`config.mk`:
```
export PLATFORM = sky130hd
export DESIGN_NAME = mem_port_arbiter_flat
export DESIGN_NICKNAME = d
export VERILOG_FILES = /design/src/rtl/mem_port_arbiter_if.sv /design/src/rtl/mem_port_arbiter.sv /design/src/flat_wrapper.sv
export SDC_FILE = /design/constraint.sdc
export NUM_CORES = 1
export LEC_CHECK = 0
export BUFFER_PORTS_ARGS = -buffer_cell sky130_fd_sc_hd__buf_2
export CORE_ASPECT_RATIO = 0.5
export CORE_MARGIN = 3
export CORE_UTILIZATION = 41
export CTS_BUF_LIST = sky130_fd_sc_hd__clkbuf_2
export CTS_CLUSTER_SIZE = 10
export DETAILED_ROUTE_END_ITERATION = 7
export PLACE_DENSITY = 0.76
export SKIP_CTS_REPAIR_TIMING = 1
export SLEW_MARGIN = 20
export SYNTH_ARGS = -nofsm -noshare
export SYNTH_HDL_FRONTEND = slang
export SYNTH_SLANG_ARGS = --single-unit
```
`constraint.sdc`:
```
create_clock -name clk -period 3.66 [get_ports clk]
set_clock_uncertainty 0.2 [all_clocks]
set_input_delay 0.549 -clock clk [delete_from_list [all_inputs] [get_ports clk]]
set_output_delay 0.549 -clock clk [all_outputs]
set_load 0.05 [all_outputs]
```
`src/rtl/mem_port_arbiter_if.sv`:
```
// Request/response bundle between the fetch stage, the MEM stage, the shared
// single-ported memory and the arbiter that multiplexes them.
interface mem_port_arbiter_if #(
    parameter int unsigned AW = 10
) ();
    // Fetch requester
    logic          if_req;
    logic [AW-1:0] if_addr;
    logic [31:0]   if_rdata;
    logic          if_ready;
    // Data requester
    logic          d_req;
    logic          d_we;
    logic [AW-1:0] d_addr;
    logic [31:0]   d_wdata;
    logic [31:0]   d_rdata;
    logic          d_ready;
    // Memory port
    logic          mem_en;
    logic          mem_we;
    logic [AW-1:0] mem_addr;
    logic [31:0]   mem_wdata;
    logic [31:0]   mem_rdata;
    // Pipeline stalls
    logic          stall_if;
    logic          stall_mem;

    // Arbiter side
    modport slave (
        input  if_req, if_addr, d_req, d_we, d_addr, d_wdata, mem_rdata,
        output if_rdata, if_ready, d_rdata, d_ready,
        output mem_en, mem_we, mem_addr, mem_wdata, stall_if, stall_mem
    );

    // Requester/memory side
    modport master (
        output if_req, if_addr, d_req, d_we, d_addr, d_wdata, mem_rdata,
        input  if_rdata, if_ready, d_rdata, d_ready,
        input  mem_en, mem_we, mem_addr, mem_wdata, stall_if, stall_mem
    );
endinterface

```
`src/rtl/mem_port_arbiter.sv`:
```
// Shares one single-ported memory between instruction fetch and the MEM stage.
// Data accesses win arbitration unless fetch has been passed over STARVE times
// in a row. Each access runs IDLE (grant) -> [BUSY for reads] -> DONE (ready).
module mem_port_arbiter #(
    parameter int unsigned AW     = 10,
    parameter int unsigned LAT    = 2,
    parameter int unsigned STARVE = 3
) (
    input  logic                 clk,
    input  logic                 rst_n,  // active-high despite the name
    mem_port_arbiter_if.slave    bus
);

    typedef enum logic [1:0] {StIdle, StBusy, StDone} state_e;

    localparam logic [2:0] LatM1     = 3'(LAT - 1);
    localparam logic [2:0] StarveMax = 3'(STARVE);

    state_e        state_q, state_d;
    logic          owner_d_q, owner_d_d;  // 1 = data stage owns the access
    logic          we_q, we_d;
    logic [2:0]    cnt_q, cnt_d;
    logic [2:0]    streak_q, streak_d;
    logic [31:0]   if_rdata_q, if_rdata_d;
    logic [31:0]   d_rdata_q, d_rdata_d;
    logic          if_ready_q, if_ready_d;
    logic          d_ready_q, d_ready_d;

    logic          grant_d, grant_if;
    logic          mem_en_c, mem_we_c;
    logic [AW-1:0] mem_addr_c;
    logic [31:0]   mem_wdata_c;

    // Grant decision; only acted upon in IDLE
    always_comb begin
        grant_d  = bus.d_req & (~bus.if_req | (streak_q < StarveMax));
        grant_if = ~grant_d & bus.if_req;
    end

    // Next-state and memory-port strobes
    always_comb begin
        state_d     = state_q;
        owner_d_d   = owner_d_q;
        we_d        = we_q;
        cnt_d       = cnt_q;
        streak_d    = streak_q;
        if_rdata_d  = if_rdata_q;
        d_rdata_d   = d_rdata_q;
        if_ready_d  = 1'b0;
        d_ready_d   = 1'b0;
        mem_en_c    = 1'b0;
        mem_we_c    = 1'b0;
        mem_addr_c  = '0;
        mem_wdata_c = '0;

        unique case (state_q)
            StIdle: begin
                if (grant_d || grant_if) begin
                    mem_en_c  = 1'b1;
                    owner_d_d = grant_d;
                    we_d      = grant_d & bus.d_we;
                    if (grant_d) begin
                        mem_addr_c  = bus.d_addr;
                        mem_we_c    = bus.d_we;
                        mem_wdata_c = bus.d_wdata;
                        // Count only grants that actually made fetch wait
                        if (bus.if_req) begin
                            streak_d = (streak_q == StarveMax) ? streak_q : streak_q + 3'd1;
                        end else begin
                            streak_d = '0;
                        end
                    end else begin
                        mem_addr_c = bus.if_addr;
                        streak_d   = '0;
                    end
                    if (grant_d && bus.d_we) begin
                        state_d   = StDone;
                        d_ready_d = 1'b1;
                    end else begin
                        state_d = StBusy;
                        cnt_d   = LatM1;
                    end
                end
            end
            StBusy: begin
                if (cnt_q == 3'd0) begin
                    if (owner_d_q) begin
                        d_rdata_d = bus.mem_rdata;
                        d_ready_d = 1'b1;
                    end else begin
                        if_rdata_d = bus.mem_rdata;
                        if_ready_d = 1'b1;
                    end
                    state_d = StDone;
                end else begin
                    cnt_d = cnt_q - 3'd1;
                end
            end
            // No grant here so a requester still holding req cannot re-issue
            StDone: begin
                state_d = StIdle;
            end
            default: begin
                state_d = StIdle;
            end
        endcase
    end

    // State and datapath registers
    always_ff @(posedge clk or posedge rst_n) begin
        if (rst_n) begin
            state_q    <= StIdle;
            owner_d_q  <= 1'b0;
            we_q       <= 1'b0;
            cnt_q      <= '0;
            streak_q   <= '0;
            if_rdata_q <= '0;
            d_rdata_q  <= '0;
            if_ready_q <= 1'b0;
            d_ready_q  <= 1'b0;
        end else begin
            state_q    <= state_d;
            owner_d_q  <= owner_d_d;
            we_q       <= we_d;
            cnt_q      <= cnt_d;
            streak_q   <= streak_d;
            if_rdata_q <= if_rdata_d;
            d_rdata_q  <= d_rdata_d;
            if_ready_q <= if_ready_d;
            d_ready_q  <= d_ready_d;
        end
    end

    // Outputs; combinational paths are masked so everything reads 0 during reset
    always_comb begin
        bus.mem_en    = mem_en_c & ~rst_n;
        bus.mem_we    = mem_we_c & ~rst_n;
        bus.mem_addr  = rst_n ? '0 : mem_addr_c;
        bus.mem_wdata = rst_n ? '0 : mem_wdata_c;
        bus.if_rdata  = if_rdata_q;
        bus.if_ready  = if_ready_q;
        bus.d_rdata   = d_rdata_q;
        bus.d_ready   = d_ready_q;
        bus.stall_if  = bus.if_req & ~if_ready_q & ~rst_n;
        bus.stall_mem = bus.d_req & ~d_ready_q & ~rst_n;
    end

endmodule

```
`src/flat_wrapper.sv`:
```
// flat-port wrapper written by rule: the top's interface ports become plain ports
module mem_port_arbiter_flat 
#(
    parameter int unsigned AW     = 10,
    parameter int unsigned LAT    = 2,
    parameter int unsigned STARVE = 3
)
  (clk, rst_n, bus_if_req, bus_if_addr, bus_d_req, bus_d_we, bus_d_addr, bus_d_wdata, bus_mem_rdata, bus_if_rdata, bus_if_ready, bus_d_rdata, bus_d_ready, bus_mem_en, bus_mem_we, bus_mem_addr, bus_mem_wdata, bus_stall_if, bus_stall_mem);
  mem_port_arbiter_if #(.AW(AW)) bus_i ();
  input  logic clk;
  input  logic rst_n;
  input wire logic [$bits(bus_i.if_req)-1:0] bus_if_req;
  input wire logic [$bits(bus_i.if_addr)-1:0] bus_if_addr;
  input wire logic [$bits(bus_i.d_req)-1:0] bus_d_req;
  input wire logic [$bits(bus_i.d_we)-1:0] bus_d_we;
  input wire logic [$bits(bus_i.d_addr)-1:0] bus_d_addr;
  input wire logic [$bits(bus_i.d_wdata)-1:0] bus_d_wdata;
  input wire logic [$bits(bus_i.mem_rdata)-1:0] bus_mem_rdata;
  output wire logic [$bits(bus_i.if_rdata)-1:0] bus_if_rdata;
  output wire logic [$bits(bus_i.if_ready)-1:0] bus_if_ready;
  output wire logic [$bits(bus_i.d_rdata)-1:0] bus_d_rdata;
  output wire logic [$bits(bus_i.d_ready)-1:0] bus_d_ready;
  output wire logic [$bits(bus_i.mem_en)-1:0] bus_mem_en;
  output wire logic [$bits(bus_i.mem_we)-1:0] bus_mem_we;
  output wire logic [$bits(bus_i.mem_addr)-1:0] bus_mem_addr;
  output wire logic [$bits(bus_i.mem_wdata)-1:0] bus_mem_wdata;
  output wire logic [$bits(bus_i.stall_if)-1:0] bus_stall_if;
  output wire logic [$bits(bus_i.stall_mem)-1:0] bus_stall_mem;
  assign bus_i.if_req = bus_if_req;
  assign bus_i.if_addr = bus_if_addr;
  assign bus_i.d_req = bus_d_req;
  assign bus_i.d_we = bus_d_we;
  assign bus_i.d_addr = bus_d_addr;
  assign bus_i.d_wdata = bus_d_wdata;
  assign bus_i.mem_rdata = bus_mem_rdata;
  assign bus_if_rdata = bus_i.if_rdata;
  assign bus_if_ready = bus_i.if_ready;
  assign bus_d_rdata = bus_i.d_rdata;
  assign bus_d_ready = bus_i.d_ready;
  assign bus_mem_en = bus_i.mem_en;
  assign bus_mem_we = bus_i.mem_we;
  assign bus_mem_addr = bus_i.mem_addr;
  assign bus_mem_wdata = bus_i.mem_wdata;
  assign bus_stall_if = bus_i.stall_if;
  assign bus_stall_mem = bus_i.stall_mem;
  mem_port_arbiter #(.AW(AW), .LAT(LAT), .STARVE(STARVE)) u_core (.clk(clk), .rst_n(rst_n), .bus(bus_i));
endmodule
```
* Yosys cells after proc, flatten, opt, wreduce, memory -nomap -nowiden
Cells that the tools add are included.
W data, S select, Z words.
** Word-level totals
- Register bits after elaboration :: 75
- Input port bits :: 89
- Output and inout port bits :: 112
** Operators by class
- $add $sub $neg :: 2
- $lt $le $gt $ge :: 1
- Equality and inequality tests :: 7
- Multiplexer cells :: 32
- Bitwise logic cells :: 15
- Reduce and logical (&&, ||, !) cells :: 11
** Operator list (number)
- $mux W32 :: 4
- $mux W10 :: 4
- $mux W3 :: 6
- $mux W1 :: 12
- $reduce_and A3 Y1 :: 3
- $and A1 B1 Y1 :: 8
- $mux W2 :: 3
- $not A1 Y1 :: 6
- $pmux W3 S2 :: 1
- $ne A2 B1 Y1 const B :: 2
- $ne A2 B2 Y1 const B :: 2
- $pmux W2 S2 :: 1
- $reduce_and A2 Y1 :: 2
- $reduce_and A4 Y1 :: 1
- $add A3 B1 Y3 const B :: 1
- $eq A3 B2 Y1 const B :: 1
- $logic_not A3 Y1 :: 1
- $lt A3 B2 Y1 const B :: 1
- $ne A3 B3 Y1 const B :: 1
- $sub A3 B1 Y3 const B :: 1
- $eq A2 B1 Y1 const B :: 1
- $logic_not A2 Y1 :: 1
- $pmux W1 S2 :: 1
- $reduce_bool A2 Y1 :: 1
- 3 further kinds :: 3

* Longest topological paths before layout
- Depth after elaboration :: 9
- Mapped depth :: 7
- Depth with buffers taken out :: 7

* Worst setup path before layout
Ideal clock, no wire load.
- Path kind :: input port to output port
- Start :: input rst_n
- End :: output bus_mem_addr[1]
- Arrival time :: 3.308 ns
- Required time :: 2.911 ns
- Path slack :: -0.397 ns
- Stages on the path :: 4
- Cells stage by stage :: inv_1 nand2b_1 buf_2 a21oi_1
** Between the ends
- Longest elaborated chain between the ends :: 1
** Ends and longest elaborated chain
- start: declaration :: RTL line flat_wrapper.sv:11 : input logic rst_n;
- $mux W10 :: RTL line mem_port_arbiter.sv:138 : bus.mem_addr = rst_n ? '0 : mem_addr_c;
- end: declaration :: RTL line flat_wrapper.sv:25 : output wire logic [$bits(bus_i.mem_addr)-1:0] bus_mem_addr;
Every way passes these cells.

* Worst setup path after layout
- Start :: register u_core.state_q[0]
- End :: output bus_mem_addr[8]
** Between the ends
- Longest elaborated chain between the ends :: 3
** Ends and longest elaborated chain
- start: declaration :: RTL line mem_port_arbiter.sv:19 : state_e state_q, state_d;
- start signal: assignment :: RTL line mem_port_arbiter.sv:112 : state_q <= StIdle;
- start signal: assignment :: RTL line mem_port_arbiter.sv:122 : state_q <= state_d;
- $logic_not A2 Y1 :: RTL line mem_port_arbiter.sv:56 : unique case (state_q)
- $mux W10 :: RTL line mem_port_arbiter.sv:56
- $mux W10 :: RTL line mem_port_arbiter.sv:138
Every way passes these cells.

==> results.yml <==
status:
  outcome: "complete, no violations"
synthesis:
  syn_area_um2: 3560
  yosysSeqAreaShare: 0.527
  syn_area_per_cell_um2: 13.6
  ys_top_cells_by_area: "dfrtp_1 53%, mux2_4 12%, mux2_2 11%"
  netlist_instances: 262
  synthFlopType: "dfrtp_1"
  synth-edff-count: 0
  synth_nets: 355
  netlist.area_leader.share: 0.527
  synth_cell_types: 34
  yosysWarnings: 0
  ys_ff_latch: 75
  ys_async_sr_fraction: 1.00
  synth_common_cells: "75 x dfrtp_1, 36 x mux2_2, 29 x mux2_4"
  synth.largest_area_cell: "dfrtp_1"
  yosys.cell_count.top_type: "dfrtp_1"
setup_path:
  r2r_start: "u_core.cnt_q[0]$_DFFE_PP0P_"
  crit_arrival_ns: 2.26
  worstSetupPathType: "register to output pin"
  worst_ep_required_time_ns: 2.91
  r2r_slack_ns: 1.07
  start_kind: "register"
  crit_path_end_kind: "output pin"
  r2r_end: "u_core.bus.d_rdata[7]$_DFFE_PP0P_"
  path_max_fanout: 11
  r2r_cells: 6
placement:
  place.gp.congestion: 0.765
  pre_cts_ws_ns: 1.12
  dp.cells: 565
  port_buffers: 200
  dpl.hpwl_um: 6790
sta:
  rsz0062_at_grt: "no"
  tightest_slew_ns: 0.868
  max_slew_margin: 0.421
  drv_slew: 0
  fin_crit_sh: 0.822
  min_period_ns: 3.01
  clock.fmax_ghz: 0.332
  setup_violations: 0
  setup_ws_ns: 0.650
  hold_violations: 0
  setup_tns_ns: 0
clock_tree:
  clockRootBuffer: "clkbuf_2"
  cts.sinks: 75
  cts_tree: "done"
  clockBufferDepth: 2
  cts.htree.levels: 3
  cts_buffers: 9
  clock_latency_ns: 0.53
  clk_pin_slew_ns: 0.19
hold_path:
  min_from: "bus_mem_rdata[16]"
  whs_path_depth: 2
  min_to: "u_core.bus.d_rdata[16]$_DFFE_PP0P_"
  hp-class: "input port to register"
cells_and_area:
  nNetsFinal: 587
  drive_gt1_frac: 0.633
  area_growth_pct: 41.4
  fin_cells: 611
  antenna_cells: 0
global_routing:
  grt_max_degree: 71
  track_usage: 0.182
  grt_overflow: 0
  grt_pass1_wl_um: 14000
  grt_pass1_vias: 2740
  met2_usage: 0.310
  grt_use_met3: 0.0533
  met1_usage: 0.225
  antenna_found_initial: 0
  grt_busiest_layer: "met2"
power_and_ir_drop:
  leakagePower_uw: 0.00264
  vdd_drop_max_v: 0.000505
  p_per_area_nw_per_um2: 990
routing:
  wl_um: 9590
  routed_via_density: 4.68
  dr_total_vias: 2858
  ant_nets: 0
  drt_iter0_drc: 128
  drc: 0
  dr.pass1.iters: 4
  avgRoutedWirePerCell_um: 15.7
floorplanning:
  die_h_um: 71.9
  initial_core_util: 0.434
  rows: 23
  die_area_um2: 9900
  io_pins: 201
  fp.dieW_um: 138
  core_area_um2: 8200
job:
  max_cap_viol_count: 0
## worst max-delay path, stage by stage, from the launching register on
cell and delay (ns):
dfrtp_1 0.51, nor2_4 0.18, o21ai_1 0.19, nand2b_1 0.37, a21oi_1 0.22, buf_2 0.29
## layout by cell type (no fill, tap or decap), types with 2 or more instances in the layout
| cell type | netlist | routed |
|---|---|---|
| a21oi_1 | 12 | 12 |
| a32o_1 | 3 | 3 |
| and2_1 | 13 | 13 |
| and2_4 | 20 | 20 |
| buf_2 | 5 | 200 |
| buf_4 | 1 | 5 |
| clkbuf_2 | 0 | 9 |
| clkinvlp_4 | 0 | 5 |
| dfrtp_1 | 75 | 75 |
| dlygate4sd3_1 | 0 | 30 |
| ha_1 | 4 | 4 |
| inv_1 | 6 | 5 |
| mux2_2 | 36 | 36 |
| mux2_4 | 29 | 29 |
| nand2_1 | 25 | 25 |
| nand2b_1 | 2 | 2 |
| o21ai_0 | 2 | 2 |
| o22ai_1 | 2 | 2 |
| o31ai_1 | 2 | 2 |
## routing by layer
metal  wire length (um)  share of wire
met1               3770           0.39
met2               5020           0.52
met3                634          0.066
met4                168          0.018
met5                  0              0
## power by group
group | leakage (uW) | internal (uW) | switching, uW | total [uW]
registers | 0.000900 | 1230 | 236 | 1470
clock network | 0.0000576 | 153 | 294 | 447
logic | 0.00168 | 964 | 2100 | 3070
## sequential cells by signal, summed over array words and instances, names as in the netlist
signal / cells
u_core.bus.d_rdata: 32
u_core.streak_q: 3
u_core.owner_d_q: 1
u_core.bus.d_ready: 1
u_core.cnt_q: 3
u_core.bus.if_rdata: 32
u_core.state_q: 2
u_core.bus.if_ready: 1
## cells by family after synthesis
group | after synthesis | synth area share
multiplexers | 65 | 0.236
AO/OA/AOI/OAI | 27 | 0.0527
adder cells (fa/ha/maj) | 4 | 0.0141
buffers and inverters | 21 | 0.0418
flip-flops | 75 | 0.527
AND/OR/NAND/NOR | 70 | 0.128
## how the worst max path moves through the flow
stage	start	slack (ns)	endpoint
after floorplan	rst_n	0.40	bus_mem_wdata[18]
after global placement	bus_d_req	1.17	bus_mem_en
final	u_core.state_q[0]$_DFFE_PP0P_	0.65	bus_mem_addr[8]
after detailed placement	u_core.cnt_q[0]$_DFFE_PP0P_	1.12	u_core.bus.d_rdata[7]$_DFFE_PP0P_
after CTS	u_core.state_q[0]$_DFFE_PP0P_	0.64	bus_mem_addr[8]
after global routing	u_core.state_q[0]$_DFFE_PP0P_	0.43	bus_mem_addr[8]
## final cells by class
| class | count | area (um2) |
|---|---|---|
| clock buffer | 9 | 45.0 |
| fill | 692 | 3170 |
| inverter | 7 | 30.0 |
| timing repair buffer | 235 | 1340 |
| sequential | 75 | 1880 |
| multi-input combinational | 166 | 1530 |
| clock inverter | 7 | 68.8 |
| tap | 112 | 140 |
## through the flow
stage	total power, uW	util	hold WS, ns	area, um2
detailed placement	4530	0.563	0.286	4620
global route	5230	0.614	0.00120	5030
CTS	4990	0.577	-0.329	4730
finish	4980	0.614	0.0871	5030
global placement	4480	0.563	0.282	4620
floorplan	3890	-	0.276	3560
(Power assumes the default switching activity.)
